## config.mk

```make
export PLATFORM = sky130hd
export DESIGN_NAME = fib_run_ctrl
export DESIGN_NICKNAME = d
export VERILOG_FILES = /design/src/rtl/fib_run_ctrl.sv
export SDC_FILE = /design/constraint.sdc
export NUM_CORES = 1
export LEC_CHECK = 0
export CAP_MARGIN = 20
export CORE_MARGIN = 2
export CORE_UTILIZATION = 58
export CTS_BUF_LIST = sky130_fd_sc_hd__clkbuf_8
export DETAILED_ROUTE_END_ITERATION = 10
export MAX_ROUTING_LAYER = met4
export PLACE_DENSITY = 0.84
export SYNTH_ARGS = -nofsm -noshare
export SYNTH_HDL_FRONTEND = slang
export SYNTH_SLANG_ARGS = --single-unit
```

## constraint.sdc

```tcl
create_clock -name clk -period 2.93 [get_ports clk]
set_input_delay 0.4395 -clock clk [delete_from_list [all_inputs] [get_ports clk]]
set_output_delay 0.4395 -clock clk [all_outputs]
set_load 0.05 [all_outputs]
```

## src/rtl/fib_run_ctrl.sv

```systemverilog
// fib_run_ctrl: Wishbone-programmable run scheduler for the fibonacci engine.
// It clears the engine, issues step pulses at a programmed rate, counts steps,
// detects wrap-around overflow of the engine value, snapshots the final value
// and raises a level interrupt when a run completes.
module fib_run_ctrl #(
    parameter int VALUE_WIDTH = 30,
    parameter int DIV_WIDTH   = 16,
    parameter int CNT_WIDTH   = 16
) (
    input  logic                   clk,
    input  logic                   reset_n,
    input  logic                   wbs_stb_i,
    input  logic                   wbs_cyc_i,
    input  logic                   wbs_we_i,
    input  logic [3:0]             wbs_adr_i,
    input  logic [31:0]            wbs_dat_i,
    output logic                   wbs_ack_o,
    output logic [31:0]            wbs_dat_o,
    output logic                   fib_clear_o,
    output logic                   fib_step_o,
    input  logic [VALUE_WIDTH-1:0] fib_value_i,
    output logic                   irq_o
);

    typedef enum logic [2:0] {
        S_IDLE,
        S_CLEAR,
        S_RUN,
        S_CHECK,
        S_DONE
    } state_t;

    state_t                 state;

    // Programmable configuration
    logic [DIV_WIDTH-1:0]   prescale;
    logic [CNT_WIDTH-1:0]   count;
    logic                   continuous;
    logic                   irq_en;

    // Run bookkeeping
    logic [DIV_WIDTH-1:0]   presc;
    logic [CNT_WIDTH-1:0]   remaining;
    logic [VALUE_WIDTH-1:0] last;
    logic [VALUE_WIDTH-1:0] snapshot;

    // Status flags
    logic                   done;
    logic                   overflow;
    logic                   stopped;

    // Bus decode
    logic                   wb_fire;
    logic                   wr_fire;
    logic                   wr_ctrl;
    logic                   cmd_start;
    logic                   cmd_stop;
    logic                   cmd_done_clr;
    logic                   busy;
    logic [31:0]            rd_data;
    logic                   unused_bits;

    // A new access is accepted only when no ack is pending, so ack never
    // appears in two consecutive cycles and each access is serviced once.
    assign wb_fire      = wbs_stb_i & wbs_cyc_i & ~wbs_ack_o;
    assign wr_fire      = wb_fire & wbs_we_i;
    assign wr_ctrl      = wr_fire & (wbs_adr_i[3:2] == 2'd0);
    // Stop dominates start when both arrive in the same write.
    assign cmd_start    = wr_ctrl & wbs_dat_i[0] & ~wbs_dat_i[1];
    assign cmd_stop     = wr_ctrl & wbs_dat_i[1];
    assign cmd_done_clr = wr_ctrl & wbs_dat_i[4];

    assign busy  = (state == S_CLEAR) | (state == S_RUN) | (state == S_CHECK);
    assign irq_o = done & irq_en;

    // Byte-lane bits of the address and upper data bits carry no information.
    assign unused_bits = ^{wbs_adr_i[1:0], wbs_dat_i};

    // Read-data selection from the word index.
    always_comb begin
        rd_data = '0;
        case (wbs_adr_i[3:2])
            2'd0:    rd_data = {26'd0, continuous, irq_en, stopped, overflow, done, busy};
            2'd1:    rd_data = 32'(prescale);
            2'd2:    rd_data = 32'(count);
            default: rd_data = 32'(snapshot);
        endcase
    end

    // Single-cycle acknowledge with read data registered alongside it.
    always_ff @(posedge clk or negedge reset_n) begin
        if (!reset_n) begin
            wbs_ack_o <= 1'b0;
            wbs_dat_o <= '0;
        end else begin
            wbs_ack_o <= wb_fire;
            wbs_dat_o <= (wb_fire && !wbs_we_i) ? rd_data : 32'd0;
        end
    end

    // Configuration registers; run parameters are frozen while a run is active.
    always_ff @(posedge clk or negedge reset_n) begin
        if (!reset_n) begin
            prescale   <= '0;
            count      <= '0;
            continuous <= 1'b0;
            irq_en     <= 1'b0;
        end else if (wr_fire) begin
            case (wbs_adr_i[3:2])
                2'd0: begin
                    irq_en <= wbs_dat_i[3];
                    if (!busy) begin
                        continuous <= wbs_dat_i[2];
                    end
                end
                2'd1: begin
                    if (!busy) begin
                        prescale <= wbs_dat_i[DIV_WIDTH-1:0];
                    end
                end
                2'd2: begin
                    if (!busy) begin
                        count <= wbs_dat_i[CNT_WIDTH-1:0];
                    end
                end
                default: begin
                end
            endcase
        end
    end

    // Run sequencer. The step pulse is registered so that it is high during
    // the RUN cycle whose prescaler value is zero; CHECK then sees the new
    // engine value one cycle later.
    always_ff @(posedge clk or negedge reset_n) begin
        if (!reset_n) begin
            state       <= S_IDLE;
            presc       <= '0;
            remaining   <= '0;
            last        <= '0;
            snapshot    <= '0;
            done        <= 1'b0;
            overflow    <= 1'b0;
            stopped     <= 1'b0;
            fib_clear_o <= 1'b0;
            fib_step_o  <= 1'b0;
        end else begin
            fib_clear_o <= 1'b0;
            fib_step_o  <= 1'b0;

            // The DONE branch below overrides this, so a clear racing the
            // completion cycle leaves done set.
            if (cmd_done_clr) begin
                done <= 1'b0;
            end

            case (state)
                S_IDLE: begin
                    if (cmd_start) begin
                        state       <= S_CLEAR;
                        fib_clear_o <= 1'b1;
                        done        <= 1'b0;
                        overflow    <= 1'b0;
                        stopped     <= 1'b0;
                        remaining   <= count;
                        last        <= '0;
                    end
                end

                S_CLEAR: begin
                    if (cmd_stop) begin
                        state   <= S_DONE;
                        stopped <= 1'b1;
                    end else begin
                        presc <= prescale;
                        if ((remaining == '0) && !continuous) begin
                            state <= S_DONE;
                        end else begin
                            state      <= S_RUN;
                            fib_step_o <= (prescale == '0);
                        end
                    end
                end

                S_RUN: begin
                    if (cmd_stop) begin
                        state   <= S_DONE;
                        stopped <= 1'b1;
                    end else if (presc != '0) begin
                        presc      <= presc - DIV_WIDTH'(1);
                        fib_step_o <= (presc == DIV_WIDTH'(1));
                    end else begin
                        state <= S_CHECK;
                    end
                end

                S_CHECK: begin
                    if (cmd_stop) begin
                        state   <= S_DONE;
                        stopped <= 1'b1;
                    end else if (fib_value_i < last) begin
                        // Engine value wrapped: the term no longer fits.
                        overflow <= 1'b1;
                        state    <= S_DONE;
                    end else begin
                        last <= fib_value_i;
                        if (!continuous && (remaining != '0)) begin
                            remaining <= remaining - CNT_WIDTH'(1);
                        end
                        if (!continuous && (remaining == CNT_WIDTH'(1))) begin
                            state <= S_DONE;
                        end else begin
                            presc      <= prescale;
                            state      <= S_RUN;
                            fib_step_o <= (prescale == '0);
                        end
                    end
                end

                S_DONE: begin
                    snapshot <= fib_value_i;
                    done     <= 1'b1;
                    state    <= S_IDLE;
                end

                default: begin
                    state <= S_IDLE;
                end
            endcase
        end
    end

endmodule

```

==> implementation parameters <==
Parameter                              Value

Clock network
  Clock latency on the worst-skew pair    approximately 0.48 ns
  Clock buffers created by TritonCTS    17
  Worst-case clock buffer depth    2
  TritonCTS clock tree    built
  Number of levels the H-tree was split into    4
  Clock-pin transition on the worst setup and hold timing paths    0.08 ns
  # clock sinks    165
  Clock root cell    sky130_fd_sc_hd__clkbuf_8

Logic synthesis
  Count of flip-flops with a built-in enable after synthesis    0
  Dominant register cell in the synthesized netlist    sky130_fd_sc_hd__dfrtp_1
  Combinational family with the most area after synthesis    simple AND/OR/NAND/NOR gates
  Number of distinct standard cells referenced by the synthesized netlist    70
  Combined area of all synthesized cells    0.00839 sq mm
  Flop and latch count out of synthesis    roughly 170
  Post-synthesis compound-gate area fraction    roughly 15%
  Multiplexer area fraction after synthesis    11.7%
  Fraction of registers with async set or reset after synthesis    100%
  Basic-gate share of the synthesized area counting and, or, nand and nor cells    14.9%
  Share of synthesized cell area in full adder, half adder and majority cells    5.07%
  Synthesis Warnings    0
  Post-synthesis sequential area ratio    about half
  Parity-gate share of the synthesized area counting xor and xnor cells    0.104%
  Count of mapped cells out of synthesis    781
  Average footprint of a synthesized cell    approximately 11 sq um

Placed design
  Worst setup slack after placement    -0.420 ns
  Inst Count DP    1,065
  Port Buf Inserts    86
  DP HPWL    16,100 um
  Placed cell area    0.00982 sq mm
  Routability Congestion    0.943

Cells and area
  Non-Filler Instances    1,101
  Count of antenna diodes in the layout    0
  Most used cells in the layout excluding fill and tap cells    sky130_fd_sc_hd__dfrtp_1 (165), sky130_fd_sc_hd__clkdlybuf4s50_1 (85), sky130_fd_sc_hd__mux2_2 (74), sky130_fd_sc_hd__nand2_1 (68), sky130_fd_sc_hd__buf_4 (56)
  Final net count    1,013
  Final non-filler cell area    0.0103 sq mm
  Most common cell after layout, fill and taps aside    sky130_fd_sc_hd__dfrtp_1
  Signed area change from the synthesized netlist to the final layout    22.7%
  Proportion of layout cells with a drive suffix above 1    21.0%

Critical path
  R2R Setup Slk    0.17 ns
  Critical path origin    fib_value_i[11]
  Worst Path Max Fanout    17
  Critical Path End Type    flop
  Worst Setup Start Kind    primary input
  Data arrival time of the worst path    3.22 ns
  RR Endpoint    last[27]$_DFFE_PN0P_
  CP Data Required Time    3.30 ns
  Worst setup path class    primary input to flop
  Startpoint of the worst-slack reg-to-reg timing path    last[12]$_DFFE_PN0P_
  Worst-case reg-to-reg path depth    13

Floorplan
  Die area    ~0.015 sq mm
  Starting Density    60.0%
  Width of the die    124 um
  Area of the core region    0.0140 sq mm
  Placement Rows    43
  Vertical extent of the die    about 120 um
  Num ports    107

STA
  # setup viols final    0
  Actual transition at the worst max-transition pin    0.954 ns
  Highest clock frequency the design can meet    351 MHz
  Fraction of the cycle the final worst path needs    97.2%
  Minimum setup slack in the final design    0.0807 ns
  Final Slew Violations    0
  Worst Skew    0.00942 ns
  Number of hold-slack violations in the final timing report    0
  Final critical delay including setup and external delays    2.85 ns
  Max_slew headroom    36.1%

Drt
  Number of remaining DRC errors    0
  Total iterations of the first detailed-routing run    7
  Number of vias in the routed layout    around 7,000
  Average wire length per cell after detail routing    20.5 um
  Number of DRC violations after detailed-routing iteration 0    678
  Via count normalized by instance count    6.21
  Wire length after detailed routing    22,600 um
  Number of routed nets with antenna violations    0

GRT
  GRT Residual Overflow    0
  Initial antenna violation count    0
  Number of global-route vias before repair    a little under 7,000
  Met2 GRT Util    47.1%
  Wire length of the first global-routing pass    roughly 36,000 um
  Global-route layer with the greatest usage    met2
  Grt met3 use    7.22%
  Tot GR Track Use    30.2%
  Maximum number of pins on one net before global-route repair    78
  Met1 Use GR    around 39%

Min path
  Startpoint of the tightest hold check path    wbs_ack_o$_DFF_PN0_
  Hold depth    1
  Worst hold-check path type    flop to flop
  Hold-critical path endpoint    wbs_ack_o$_DFF_PN0_

Pwr
  Switch Pwr    2.28 mW
  Cell area power density    651 mW/mm^2
  Switching part of the total power    34.1%
  Int Power    4.42 mW
  Largest voltage drop on the vdd net    0.477 mV
  Power share of the combinational group    ~28%
  Share of total power in sequential cells    48.1%
  Static power due to leakage    4.57 nW
  Share of power burned in the clock network    24.4%

Status
  Status    complete, no violations

Job
  Number of maximum-capacitance violations    0
[layout make-up]
cell class / count / area (sq um)
inverters: 39 / 146
flip-flops and latches: 165 / 4130
clock inverters: 9 / 75.1
repair buffers: 152 / 1480
clock buffers: 23 / 317
well taps: 180 / 225
fillers: 980 / 3690
multi-input cells: 533 / 3930
[worst max-delay path by stage]
stage	depth (start not counted)	end	slack (ns)
after global placement	11	remaining[0]$_DFFE_PN0P_	-0.29
final	13	last[27]$_DFFE_PN0P_	0.08
after global routing	13	last[27]$_DFFE_PN0P_	-0.005
after floorplan	8	presc[5]$_DFFE_PN0P_	0.39
after CTS	12	last[27]$_DFFE_PN0P_	0.05
after detailed placement	12	last[21]$_DFFE_PN0P_	-0.42
[cell families (layout without fill, tap and decap cells)]
group,Yosys count,after routing
buffers and inverters,84,223
other,1,2
adders and majority gates,34,34
and+or+nand+nor,242,242
DFF,165,165
muxes,82,82
AOI/OAI and AO/OA,172,172
xor gates and xnor gates,1,1
[cells in the mapped netlist (all sizes together), types with 3 or more instances]
cell type | n | share of area (%)
dfrtp | 165 | 49
mux2 | 75 | 10
nand2 | 68 | 3.0
nor2 | 50 | 2.3
inv | 39 | 1.7
nor3 | 35 | 2.1
ha | 34 | 5.1
o21ai | 33 | 2.0
o31ai | 32 | 2.9
a21oi | 30 | 1.8
nand3 | 25 | 1.6
clkbuf | 23 | 1.0
buf | 22 | 1.5
and2 | 17 | 1.3
nor4 | 15 | 1.7
a221oi | 14 | 1.5
a22oi | 12 | 1.1
o211ai | 9 | 0.97
nor2b | 6 | 0.45
o311ai | 6 | 0.83
or3 | 6 | 0.45
a211oi | 5 | 0.45
mux4 | 5 | 1.3
o221ai | 4 | 0.42
a21boi | 3 | 0.45
a31oi | 3 | 0.22
nand3b | 3 | 0.27
nand4 | 3 | 0.22
nor3b | 3 | 0.39
o22ai | 3 | 0.22
[critical path, cell delays in order]
cell and delay [ns]:
sky130_fd_sc_hd__clkdlybuf4s50_1 0.48, sky130_fd_sc_hd__ha_1 0.34, sky130_fd_sc_hd__nand4_1 0.16, sky130_fd_sc_hd__or4_4 0.60, sky130_fd_sc_hd__a21oi_2 0.16, sky130_fd_sc_hd__buf_4 0.14, sky130_fd_sc_hd__o311ai_4 0.12, sky130_fd_sc_hd__buf_4 0.18
sky130_fd_sc_hd__a21boi_4 0.15, sky130_fd_sc_hd__buf_12 0.15, sky130_fd_sc_hd__buf_12 0.15, sky130_fd_sc_hd__nand2_1 0.08, sky130_fd_sc_hd__o31ai_1 0.09
[layer usage]
| layer | vias to the layer above | share of wire (%) |
|---|---|---|
| li1 | 3124 | - |
| met1 | 3422 | 42 |
| met2 | 244 | 49 |
| met3 | 43 | 6.3 |
| met4 | 0 | 2.0 |
| met5 | - | 0 |
[sequential cells by signal, summed over array words and instances, names as in the netlist, 3 cells and up]
name	count
wbs_dat_o	30
count	16
prescale	16
presc	16
state	3
snapshot	30
remaining	16
last	30
[through the flow]
stage / utilization [%] / hold WS, ns / TNS, ns / power [mW]
floorplan: - / 0.144 / 0 / 4.30
global placement: 70.2 / 0.440 / -15.24 / 4.94
detailed placement: 70.2 / 0.465 / -21.83 / 5.06
CTS: 73.1 / 0.474 / 0 / 6.70
global route: 73.6 / 0.501 / -0.00503 / 7.05
finish: 73.6 / 0.463 / 0 / 6.71
[what timing repair did]
item / 4_1_cts / 5_1_grt
setup buffers: 0 / 1
gates resized for setup: 0 / 1
hold endpoints to repair: 8 / 0
hold buffers: 1 / 0
setup endpoints to repair: 0 / 32
[power groups by stage]
stage               clock network [mW]  logic (mW)  registers (mW)
detailed placement                   0        1.81            3.25
finish                            1.64        1.85            3.22
global placement                     0        1.72            3.21
global route                      1.75        2.03            3.27
floorplan                            0        1.23            3.07
CTS                               1.65        1.84            3.20
No activity file was read; power rests on OpenSTA's default activity.
